### src/rtl/spi_slave_param.sv
// spi_slave_param: parametrised SPI slave bridging an SPI master to the on-chip RAM port.
// The SPI bit clock is clk itself; every port is synchronous to its rising edge.
// A frame is one mode bit followed by F = DATA_W+2 bits ({cmd[1:0], payload}, MSB first).
// Mode 0 performs a write. Mode 1 performs a read address, or a read data transfer
// when a read address is already pending.
// Ports:
//   clk, rst     clock, synchronous active-high reset
//   SS_n         slave select, active low
//   MOSI / MISO  serial data in / out, MSB first
//   rx_data      last completed frame {cmd, payload}; rx_valid pulses once per frame
//   tx_data      RAM read data, accepted with tx_valid in WAIT_TX only
//   frame_err    pulse: SS_n rose before the frame completed
//   tx_timeout   pulse: tx_valid did not arrive within TX_TIMEOUT cycles
//   busy         state != IDLE
module spi_slave_param #(
  parameter int DATA_W     = 8,
  parameter int TX_TIMEOUT = 16
) (
  input  logic              clk,
  input  logic              rst,
  input  logic              SS_n,
  input  logic              MOSI,
  output logic              MISO,
  output logic [DATA_W+1:0] rx_data,
  output logic              rx_valid,
  input  logic [DATA_W-1:0] tx_data,
  input  logic              tx_valid,
  output logic              frame_err,
  output logic              tx_timeout,
  output logic              busy
);

  localparam int F     = DATA_W + 2;
  localparam int CNT_W = $clog2(F);
  localparam int TMO_W = (TX_TIMEOUT > 1) ? $clog2(TX_TIMEOUT) : 1;

  localparam logic [CNT_W-1:0] RX_LAST  = CNT_W'(F - 1);
  localparam logic [CNT_W-1:0] TX_LAST  = CNT_W'(DATA_W - 1);
  localparam logic [TMO_W-1:0] TMO_LAST = TMO_W'((TX_TIMEOUT > 0) ? TX_TIMEOUT - 1 : 0);

  typedef enum logic [2:0] {
    IDLE, CHK_CMD, WRITE, READ_ADD, READ_DATA, WAIT_TX, SHIFT_TX, DONE
  } state_t;

  state_t            state, state_next;
  logic              rd_addr_flag;
  logic [CNT_W-1:0]  bit_cnt;
  logic [TMO_W-1:0]  tmo_cnt;
  // Holds the first F-1 frame bits; the final bit is taken directly from MOSI.
  logic [F-2:0]      rx_shift;
  logic [DATA_W-1:0] tx_shift;

  logic in_rx, abort, frame_done, tmo_hit;

  always_comb begin
    in_rx      = (state == WRITE) || (state == READ_ADD) || (state == READ_DATA);
    abort      = SS_n && (state != IDLE) && (state != DONE);
    frame_done = in_rx && !SS_n && (bit_cnt == RX_LAST);
    tmo_hit    = (TX_TIMEOUT > 0) && (state == WAIT_TX) && !SS_n && !tx_valid
                 && (tmo_cnt == TMO_LAST);
  end

  always_comb begin
    state_next = state;
    case (state)
      IDLE:     if (!SS_n) state_next = CHK_CMD;
      CHK_CMD:  if (SS_n) state_next = IDLE;
                else if (MOSI) state_next = rd_addr_flag ? READ_DATA : READ_ADD;
                else state_next = WRITE;
      WRITE, READ_ADD, READ_DATA:
                if (SS_n) state_next = IDLE;
                else if (frame_done) state_next = (state == READ_DATA) ? WAIT_TX : DONE;
      WAIT_TX:  if (SS_n) state_next = IDLE;
                else if (tx_valid) state_next = SHIFT_TX;
                else if (tmo_hit) state_next = DONE;
      SHIFT_TX: if (SS_n) state_next = IDLE;
                else if (bit_cnt == TX_LAST) state_next = DONE;
      DONE:     if (SS_n) state_next = IDLE;
      default:  state_next = IDLE;
    endcase
  end

  assign busy = (state != IDLE);

  always_ff @(posedge clk) begin
    if (rst) begin
      state        <= IDLE;
      rd_addr_flag <= 1'b0;
      bit_cnt      <= '0;
      tmo_cnt      <= '0;
      rx_shift     <= '0;
      tx_shift     <= '0;
      rx_data      <= '0;
      rx_valid     <= 1'b0;
      frame_err    <= 1'b0;
      tx_timeout   <= 1'b0;
      MISO         <= 1'b0;
    end else begin
      state      <= state_next;
      rx_valid   <= 1'b0;
      frame_err  <= abort;
      tx_timeout <= tmo_hit;
      if (abort) begin
        MISO <= 1'b0;
      end else begin
        case (state)
          CHK_CMD: begin
            bit_cnt <= '0;
          end
          WRITE, READ_ADD, READ_DATA: begin
            rx_shift <= {rx_shift[F-3:0], MOSI};
            bit_cnt  <= bit_cnt + 1'b1;
            tmo_cnt  <= '0;
            if (frame_done) begin
              rx_data  <= {rx_shift, MOSI};
              rx_valid <= 1'b1;
              if (state == READ_ADD) rd_addr_flag <= 1'b1;
            end
          end
          WAIT_TX: begin
            if (tx_valid) begin
              // MSB goes out on the accepting edge; the rest follow from tx_shift.
              MISO     <= tx_data[DATA_W-1];
              tx_shift <= tx_data << 1;
              bit_cnt  <= '0;
            end else begin
              tmo_cnt <= tmo_cnt + 1'b1;
              if (tmo_hit) rd_addr_flag <= 1'b0;
            end
          end
          SHIFT_TX: begin
            if (bit_cnt == TX_LAST) begin
              MISO         <= 1'b0;
              rd_addr_flag <= 1'b0;
            end else begin
              MISO     <= tx_shift[DATA_W-1];
              tx_shift <= tx_shift << 1;
              bit_cnt  <= bit_cnt + 1'b1;
            end
          end
          default: ;
        endcase
      end
    end
  end

endmodule
### config.mk
export PLATFORM = sky130hd
export DESIGN_NAME = spi_slave_param
export DESIGN_NICKNAME = d
export VERILOG_FILES = /design/src/rtl/spi_slave_param.sv
export SDC_FILE = /design/constraint.sdc
export NUM_CORES = 1
export LEC_CHECK = 0
export CAP_MARGIN = 20
export CORE_ASPECT_RATIO = 0.9
export CORE_MARGIN = 8
export CORE_UTILIZATION = 45
export DETAILED_ROUTE_END_ITERATION = 8
export PLACE_DENSITY = 0.68
export SYNTH_ARGS = -nofsm -noshare
export SYNTH_HDL_FRONTEND = slang
export SYNTH_SLANG_ARGS = --single-unit
### constraint.sdc
create_clock -name clk -period 2.1 [get_ports clk]
set_input_delay 0.315 -clock clk [delete_from_list [all_inputs] [get_ports clk]]
set_output_delay 0.315 -clock clk [all_outputs]
set_load 0.02 [all_outputs]
==> metrics.md <==
| Metric | Value |
|---|---|
| Status | `finished clean` |
| P per Cell Area | `649 nW/um2` |
| Worst skew pair latency | `0.30 ns` |
| Gr ovfl total | `0` |
| Drt wl/cell | `14.1 um` |
| Depth of the most critical reg-to-reg path | `6` |
| Post-synthesis instance total | `227` |
| R2R setup slack | `0.19 ns` |
| Post-Place Worst Slack | `0.0700 ns` |
| DRT iter0 DRCs | `114` |
| LEAKAGE | `0.930 nW` |
| Total CTS buffers | `5` |
| CTS tree | `done` |
| Setup Viol. Count Final | `0` |
| Crit Path Max Fanout | `7` |
| Fmax | `505 MHz` |
| Initial Util | `46.5%` |
| Post-CTS Hold Fix Bufs | `0` |
| Top Usage Layer GRT | `met2` |
| WS Path Type | `flop to output port` |
| Setup TNS Final | `0 ns` |
| Routed WL | `4580 um` |
| Hold Crit Depth | `2` |
| Slack of the critical path | `0.121 ns` |
| Initial antenna violation count | `0` |
| First-pass GRT wire length | `7740 um` |
| All-Layer GR Usage | `13.7%` |
| Die H | `80.2 um` |
| Synth Area per Inst | `9.07 um2` |
| Final min period | `1.98 ns` |
| Met1 Use GR | `18.1%` |
| Die X | `87.3 um` |
| Port bufs | `27` |
| Area grow syn2layout | `25.6%` |
| Post-synthesis sequential area ratio | `40.8%` |
| Clk sink count | `42` |
| Crit. End Element | `output port` |
| # DRC | `0` |
| Met3 Use GR | `2.45%` |
| Vias after detailed routing | `1,733` |
| Final ANT Viol Nets | `0` |
| Met2 Use GR | `20.9%` |
| Startpoint Class | `flop` |
| Tot Pwr | `1.68 mW` |
| Placed cell area | `2470 um2` |
| Post-synth EDFFs | `0` |
| Final Hold Viols | `0` |
| Hold slack | `0.503 ns` |
| Post-synth design cell area | `2060 um2` |
| Layout cell share with drive strength beyond 1 | `13.3%` |
| RSZ-0062 raised after global routing | `false` |
| Max_cap viols | `0` |
| Post-CTS Resized | `0` |
| Yosys reg bits | `42` |
| Core ar. | `4430 um2` |
| Via density | `5.33` |
| # diodes | `0` |
| Clk root buf | `clkbuf_8` |
| Yosys cell types | `48` |
| Maximum buffer depth of the clock tree | `2` |
| Layout Cells excl Fill | `325` |
| Fin area | `2590 um2` |
| Ys Warns | `0` |
| Pin count of the biggest net entering global routing | `16` |
| Worst Hold Endpoint | `rx_data[1]` |
| H-tree depth | `2` |
| Top Ports | `28` |
| Drt pass-1 iters | `4` |
| Slew Viols, Final | `0` |
| FILL cells | `426` |
| DPL Wire Length | `3320 um` |
| Post-CTS Setup Inserts | `0` |
| Vias in the first global route | `1,651` |
| Total die area | `7000 um2` |
| CTS clk-pin slew, worst paths | `0.08 ns` |
| Slew margin rel. | `67.0%` |
| Nets | `278` |
| Period utilisation layout | `94.3%` |
| Final core occ | `58.4%` |
| Worst path required time | `1.78 ns` |
| DP Cell Count | `317` |
| Async set or reset register ratio after synthesis | `0%` |
| Cell Rows | `23` |
| Layout Skew | `0.00688 ns` |
| Worst Hold Class | `flop to flop` |
| Pin slew with the least headroom to its limit | `0.491 ns` |
| Max VDD drop | `484 uV` |
| Syn Nets | `243` |
| Placer Congestion | `0.864` |
| HP Start | `rx_data[1]` |
| RR Startpoint | `bit_cnt[0]` |
| FF-to-FF End | `bit_cnt[3]` |
| Post-synth top flop | `dfxtp_1` |
| Crit path DAT | `1.66 ns` |
state kept, by name, summed over array words and instances, names as in the netlist:
name,flops
rd_addr_flag,1
rx_shift,9
rx_valid,1
tx_shift,7
rx_data,10
state,3
tmo_cnt,4
MISO,1
bit_cnt,4
tx_timeout,1
frame_err,1
placed cells by master, fill, tap and decap left out, types with 3 or more instances in the layout:
cell / n
inv_1: 5
nand2b_1: 6
nor2_1: 35
clkdlybuf4s50_1: 27
mux2i_1: 26
a211oi_1: 7
o21ai_0: 6
nand3b_1: 3
buf_4: 14
xnor2_1: 3
nor3_1: 4
clkbuf_8: 5
ha_1: 3
a21oi_1: 15
dfxtp_1: 42
nand2_1: 12
nand3_1: 6
Yosys cell counts, types with 2 or more instances:
cell type / count / area (um2)
a2111oi_0: 2 / 17.5
a211oi_1: 7 / 52.6
a21oi_1: 15 / 75.1
a311oi_1: 2 / 17.5
and2_1: 2 / 12.5
and3b_2: 2 / 20.0
and4bb_2: 2 / 25.0
buf_2: 6 / 30.0
buf_6: 2 / 22.5
clkbuf_1: 7 / 26.3
dfxtp_1: 42 / 841
ha_1: 3 / 37.5
inv_1: 5 / 18.8
mux2i_1: 26 / 260
nand2_1: 12 / 45.0
nand2b_1: 6 / 37.5
nand3_1: 6 / 30.0
nand3b_1: 3 / 22.5
nor2_1: 35 / 131
nor2b_1: 2 / 12.5
nor3_1: 4 / 20.0
nor3b_1: 2 / 15.0
o21ai_0: 6 / 30.0
or4b_2: 2 / 20.0
xnor2_1: 3 / 26.3
how the worst max path moves through the flow:
stage | startpoint | to | slack (ns)
floorplan | bit_cnt[0] | bit_cnt[1] | 0.35
global placement | SS_n | state[0] | 0.15
detailed placement | SS_n | bit_cnt[3] | 0.07
CTS | state[1] | busy | 0.11
global route | state[1] | busy | 0.05
finish | state[1] | busy | 0.12
metal layers:
layer | up-vias | part of all wire, % | wire length [um]
li1 | 885 | - | -
met5 | - | 0 | 0
met1 | 803 | 51 | 2340
met4 | 0 | 2.0 | 92
met2 | 38 | 43 | 1990
met3 | 7 | 3.5 | 161
cell type report:
type                            instances  area, um2  share of cell area [%]
Inverter                                5       18.8                   0.726
Clock inverter                          3       43.8                    1.69
Timing Repair Buffer                   43        415                    16.1
Clock buffer                            5       68.8                    2.66
Multi-Input combinational cell        165       1120                    43.3
Sequential cell                        42        841                    32.5
Tap cell                               62       77.6                    3.00
cells by family (layout without fill, tap and decap cells):
group                    Yosys count  count (layout)  synth area share (%)
multiplexers                      26              26                  12.6
buffers and inverters             20              56                  4.74
flip-flops                        42              42                  40.8
XOR/XNOR                           3               3                  1.28
AO/OA/AOI/OAI                     45              45                  15.7
AND/OR/NAND/NOR                   88              88                  23.0
adder cells (fa/ha/maj)            3               3                  1.82
worst max-delay path: stages, from the launching register on:
cell             delay [ns]
dfxtp_1                0.36
or3_1                  0.44
clkdlybuf4s50_1        0.56
report_power, final:
group	internal (mW)	switching (mW)	total (mW)	leakage, nW
combinational	0.0971	0.110	0.207	0.533
clock	0.356	0.298	0.654	0.0585
sequential	0.805	0.0130	0.818	0.339
total	1.26	0.421	1.68	0.930
Note: power is estimated with default switching activity, not from simulation.
